### src/rtl/ifid_skid_reg.sv
// IF/ID pipeline stage register with a valid/ready handshake toward fetch, a one-entry
// skid buffer that absorbs a beat arriving during a decode stall, and flush-to-NOP.
module ifid_skid_reg #(
   parameter int                 INSTR_W   = 32,
   parameter int                 PC_W      = 32,
   parameter logic [INSTR_W-1:0] NOP_INSTR = 32'h0000_0000,
   parameter int                 CNT_W     = 8
) (
   input  logic               CLK,
   input  logic               RESET,
   input  logic               IN_VALID,
   output logic               IN_READY,
   input  logic [INSTR_W-1:0] IN_INSTR,
   input  logic [PC_W-1:0]    IN_PC_4,
   input  logic               STALL,
   input  logic               FLUSH_REQ,
   output logic               OUT_VALID,
   output logic [INSTR_W-1:0] OUT_INSTRUCTION,
   output logic [PC_W-1:0]    OUT_PC_4,
   output logic               OUT_FLUSH,
   output logic [2:0]         TYPE,
   output logic [CNT_W-1:0]   STALL_CNT
);

   // Action taken on the most recent edge; doubles as the stage's observable status.
   typedef enum logic [2:0] {
      ACT_RESET  = 3'd1,
      ACT_FLUSH  = 3'd2,
      ACT_LOAD   = 3'd3,
      ACT_HOLD   = 3'd4,
      ACT_BUBBLE = 3'd5
   } action_t;

   localparam logic [CNT_W-1:0] CNT_ONE = {{(CNT_W-1){1'b0}}, 1'b1};
   localparam logic [CNT_W-1:0] CNT_MAX = {CNT_W{1'b1}};

   action_t            action;
   logic               out_valid;
   logic [INSTR_W-1:0] out_instr;
   logic [PC_W-1:0]    out_pc;
   logic               out_flush;
   logic [CNT_W-1:0]   stall_cnt;
   logic               skid_valid;
   logic [INSTR_W-1:0] skid_instr;
   logic [PC_W-1:0]    skid_pc;
   logic               acc;

   // Handshake: a beat transfers on a clock edge where IN_VALID and IN_READY are both 1.
   // IN_READY depends only on registered state, so fetch never sees a combinational loop.
   assign IN_READY = ~skid_valid;
   assign acc      = IN_VALID & ~skid_valid;

   always_ff @(posedge CLK or negedge RESET) begin
      if (!RESET) begin
         out_valid  <= 1'b0;
         out_instr  <= NOP_INSTR;
         out_pc     <= '0;
         out_flush  <= 1'b0;
         action     <= ACT_RESET;
         stall_cnt  <= '0;
         skid_valid <= 1'b0;
         skid_instr <= '0;
         skid_pc    <= '0;
      end else if (FLUSH_REQ) begin
         // Flush wins over stall and drops both the output beat and any skid beat.
         out_valid  <= 1'b0;
         out_instr  <= NOP_INSTR;
         out_pc     <= '0;
         out_flush  <= 1'b1;
         action     <= ACT_FLUSH;
         stall_cnt  <= '0;
         skid_valid <= 1'b0;
      end else if (STALL) begin
         out_flush <= 1'b0;
         action    <= ACT_HOLD;
         if (stall_cnt != CNT_MAX)
            stall_cnt <= stall_cnt + CNT_ONE;
         if (acc) begin
            skid_valid <= 1'b1;
            skid_instr <= IN_INSTR;
            skid_pc    <= IN_PC_4;
         end
      end else begin
         out_flush <= 1'b0;
         stall_cnt <= '0;
         if (skid_valid) begin
            // Older skid beat drains first; fetch is blocked this cycle by IN_READY=0.
            out_valid  <= 1'b1;
            out_instr  <= skid_instr;
            out_pc     <= skid_pc;
            skid_valid <= 1'b0;
            action     <= ACT_LOAD;
         end else if (acc) begin
            out_valid <= 1'b1;
            out_instr <= IN_INSTR;
            out_pc    <= IN_PC_4;
            action    <= ACT_LOAD;
         end else begin
            out_valid <= 1'b0;
            out_instr <= NOP_INSTR;
            out_pc    <= '0;
            action    <= ACT_BUBBLE;
         end
      end
   end

   assign OUT_VALID       = out_valid;
   assign OUT_INSTRUCTION = out_instr;
   assign OUT_PC_4        = out_pc;
   assign OUT_FLUSH       = out_flush;
   assign TYPE            = action;
   assign STALL_CNT       = stall_cnt;

endmodule

### config.mk
export PLATFORM = sky130hd
export DESIGN_NAME = ifid_skid_reg
export DESIGN_NICKNAME = d
export VERILOG_FILES = /design/src/rtl/ifid_skid_reg.sv
export SDC_FILE = /design/constraint.sdc
export NUM_CORES = 1
export LEC_CHECK = 0
export ABC_AREA = 1
export ABC_CLOCK_PERIOD_IN_PS = 3500
export CORE_UTILIZATION = 34
export CTS_CLUSTER_DIAMETER = 30
export CTS_CLUSTER_SIZE = 10
export DETAILED_ROUTE_END_ITERATION = 10
export PLACE_DENSITY_LB_ADDON = 0.3
export REMOVE_ABC_BUFFERS = 1
export SETUP_SLACK_MARGIN = 0.2
export SLEW_MARGIN = 0
export SYNTH_ARGS = -nofsm -noshare
export SYNTH_HDL_FRONTEND = slang
export SYNTH_SLANG_ARGS = --single-unit
### constraint.sdc
create_clock -name CLK -period 3.5 [get_ports CLK]
set_clock_uncertainty 0.1 [all_clocks]
set_input_delay 0.875 -clock CLK [delete_from_list [all_inputs] [get_ports CLK]]
set_output_delay 0.875 -clock CLK [all_outputs]
set_load 0.05 [all_outputs]
Word-level counts from Yosys, hierarchy flattened
Cells that the tools add are included.

Bits in registers: 142. Word-level logic and storage cells: 41.

$add $sub $neg: 1. Equal/unequal tests: 4. Mux-type cells: 23. Bitwise operators: 3. Reductions and logical operators: 1.

Operator list (number): two-way mux 32 bit (8); two-way mux 8 bit (3); two-way mux 3 bit (4); adder 8 x 1 -> 8 bit, second input constant (1); two-way mux 1 bit (8); != test 8 bit, second input constant (1); != test 3 x 1 -> 1 bit, second input constant (2); AND reduction 3 bit (1); != test 2 x 1 -> 1 bit, second input constant (1); inverter 1 bit (2); AND 1 bit (1).

Depth between registers and ports, before layout
Word-level depth: 6. Mapped depth: 8.

Least setup slack after synthesis
OpenSTA, ideal clock, no wires.

Kind: input -> register. Start point: in STALL. End point: reg skid_instr[15]. Arrival time: 1.631 ns. Required time: 3.283 ns. Setup slack: 1.652 ns. Cell stages on the path: 8. Buffers on the path: 3. Cell sequence: buf_4 -> nand2_4 -> inv_4 -> nand3_2 -> buf_6 -> buf_4 -> nand2_1 -> o21ai_2.

Longest elaborated chain between the ends: 1.

Ends and longest elaborated chain: start: declaration (RTL line 15) `input logic STALL,`; AND reduction 3 bit (no source line); end signal: assignment (RTL line 62) `skid_instr <= '0;`; end signal: assignment (RTL line 80) `skid_instr <= IN_INSTR;`; end: declaration (RTL line 44) `logic [INSTR_W-1:0] skid_instr;`.

No other way between the ends. A chain may end at the register's enable or synchronous reset.

Final worst setup path
Start point: reg skid_valid. End point: out IN_READY.

Longest elaborated chain between the ends: 1.

Ends and longest elaborated chain: start: declaration (RTL line 43) `logic skid_valid;`; start signal: assignment (RTL line 61) `skid_valid <= 1'b0;`; start signal: assignment (RTL line 72) `skid_valid <= 1'b0;`; start signal: assignment (RTL line 79) `skid_valid <= 1'b1;`; inverter 1 bit (RTL line 50) `assign IN_READY = ~skid_valid;`; end: declaration (RTL line 12) `output logic IN_READY,`.

No other way between the ends.

==> summary.md <==
| Metric | Value |
|---|---|
| Slew of the pin with the lowest slew margin | `746 ps` |
| Worst-skew pair later-pin latency | `430 ps` |
| Fmax | `368 MHz` |
| Critical path class | `reg -> out` |
| Antenna Nets Post-Route | `0` |
| Setup repair after global routing missed its margin | `false` |
| Leak | `3.93 nW` |
| DRC violations left | `20` |
| Worst-path clk slew | `60 ps` |
| Vias post-DR | `4761` |
| Post-Layout Cell Count | `1006` |
| Num CTS Buffers | `17` |
| Tmin final | `2710 ps` |
| DRT met1 WL | `7320 microns` |
| IO Pins | `147` |
| Die Y | `138 microns` |
| Most frequent cells in the layout | `nand2_1 (146), clkdlybuf4s50_1 (145), dfrtp_1 (140), o21ai_0 (70), inv_1 (69)` |
| CP top delay family | `buffers and inverters` |
| Critical Path, Cell by Cell | `inv_2, clkdlybuf4s50_1` |
| Vias in the first global route | `4640` |
| Mapped Area | `6300 sq um` |
| TritonCTS clock tree | `done` |
| Flop and latch count out of synthesis | `142` |
| Max-slew violations | `0` |
| Synthesis-to-layout area growth | `34.8%` |
| Fraction of layout cells with a size suffix above 1 | `0.144` |
| CP endpoint kind | `output port` |
| Post_cts resized | `0` |
| Max VDD drop | `0.338 mV` |
| Number of distinct library cells after synthesis | `25` |
| Max-capacitance violation count | `0` |
| Max_slew headroom | `0.503` |
| WL met3 | `675 microns` |
| Outcome | `finished with violations` |
| DRT iter0 DRCs | `231` |
| Drt via density | `4.73` |
| IO buf count | `146` |
| Max incr delay on CP | `820 ps` |
| GPL Wtd Cong | `0.852` |
| Mapped Cells | `631` |
| WP data required | `2520 ps` |
| Register area share after synthesis | `0.564` |
| Die area | `19100 sq um` |
| Synth top area cells | `dfrtp_1 (56%), a22o_1 (8.9%), nand2_1 (8.7%)` |
| Clk sinks | `142` |
| Fin Setup TNS | `0 ps` |
| Post-Route WL | `14500 microns` |
| Post-synth top area share | `0.560` |
| # setup viols final | `0` |
| Max clock buf depth | `2` |
| Initial antenna violation count | `0` |
| Post-DP HPWL | `9080 microns` |
| CP max FO | `3` |
| Layout Nets | `834` |
| First-pass GRT wire length | `24500 microns` |
| Total GRT Usage | `0.162` |
| Antenna Diode Count | `0` |
| Post-CTS Repair Setup Buffers | `0` |
| Initial Utilization | `0.348` |
| GR Overflow Total | `0` |
| H-tree levels | `4` |
| Core Area | `18100 sq um` |
| Final instance area | `8490 sq um` |
| Post-synth top area cell | `dfrtp_1` |
| Bufs and invs on worst path | `2` |
| Most common cell after layout, fill and taps aside | `nand2_1` |
| Num rows | `49` |
| PwrDens | `519 nW/um^2` |
| Largest net degree at the start of global routing | `69` |
| Hold Fails Final Rpt | `0` |
| TritonRoute pass-1 iters | `7` |
| CP max stage cell | `clkdlybuf4s50_1` |
| Critical Path AT | `1740 ps` |
| Die width | `138 microns` |
| Highest Signal Layer | `met4` |
| Final core occ | `0.469` |
| Hold_buf cts | `0` |
| Yosys warns | `0` |
| Placed Cells | `974` |
| Met2 Wirelength | `6320 microns` |
| Fin crit share | `0.776` |
| Worst Setup Start Kind | `flip-flop` |
| Failing checks | `DRC` |
| Syn avg cell area | `9.98 sq um` |
| Min-Delay Path Class | `in -> async` |
| Root buffer cell | `clkbuf_16` |
| Post-DP Area | `7900 sq um` |
| DR WL/cell | `14.4 microns` |
==> final cells by class <==
type / count / area [sq um]
fill: 1687 / 9600
sequential: 142 / 3560
multi-input combinational: 375 / 2190
timing repair buffer: 156 / 1600
clock buffer: 21 / 470
tap: 229 / 287
inverter: 72 / 273
clock inverter: 11 / 116
==> where the power goes <==
group	switching, mW	leakage (nW)	internal, mW
logic	0.418	1.79	0.284
registers	0.0933	1.85	1.81
clock network	0.699	0.285	1.10
total	1.21	3.93	3.20
==> per-layer routing <==
layer	vias to the layer above	track usage
met3	12	0.0378
li1	2359	-
met2	126	0.235
met5	-	0
met4	0	0.0603
met1	2264	0.236
==> path summary, 6_finish.rpt <==
path	from	endpoint	cells past startpoint	slack, ps
setup / recovery	skid_valid$_DFFE_PN0P_	IN_READY	2	790
hold / removal	RESET	OUT_PC_4[16]$_DFFE_PN0P_	1	260
setup reg to reg	skid_valid$_DFFE_PN0P_	OUT_PC_4[20]$_DFFE_PN0P_	5	1840
hold reg to reg	skid_instr[18]$_DFFE_PN0P_	skid_instr[18]$_DFFE_PN0P_	2	380
max in group asynchronous	RESET	skid_pc[23]$_DFFE_PN0P_	2	2230
min in group CLK	skid_instr[18]$_DFFE_PN0P_	skid_instr[18]$_DFFE_PN0P_	2	380
==> metrics by stage <==
stage / power [mW] / hold WS (ps) / setup slack, ps
finish: 4.41 / 264 / 785
detailed placement: 2.64 / 368 / 545
global route: 4.61 / 279 / 730
floorplan: 2.35 / 355 / -503
CTS: 4.47 / 260 / 747
global placement: 2.63 / 363 / 559
==> logic make-up after synthesis <==
family	Yosys count	share of synthesized area
flops	142	0.564
simple gates	174	0.110
compound gates	200	0.233
buf+inv	114	0.0906
fa+ha+maj	1	0.00199
==> sequential cells by signal, summed over array words and instances (netlist names) <==
signal           count
OUT_FLUSH            1
OUT_INSTRUCTION     32
OUT_PC_4            32
OUT_VALID            1
STALL_CNT            8
TYPE                 3
skid_instr          32
skid_pc             32
skid_valid           1
==> cells in the mapped netlist <==
cell        n
nand4_1     2
buf_4       7
o21ai_0    70
o21ai_1     4
nor3_1      1
ha_1        1
buf_6      13
dfrtp_1   141
inv_1      69
buf_2      13
clkbuf_1    9
nand3_2     1
nand2_4     1
a21oi_1     1
o31ai_1     1
o21ai_2    60
or2_2       1
nand2_1   146
inv_4       1
nand3_1    10
nand2_2     1
nor2_1     11
dfstp_2     1
inv_2       2
a22o_1     64
Power figures use the tool's default switching activity.
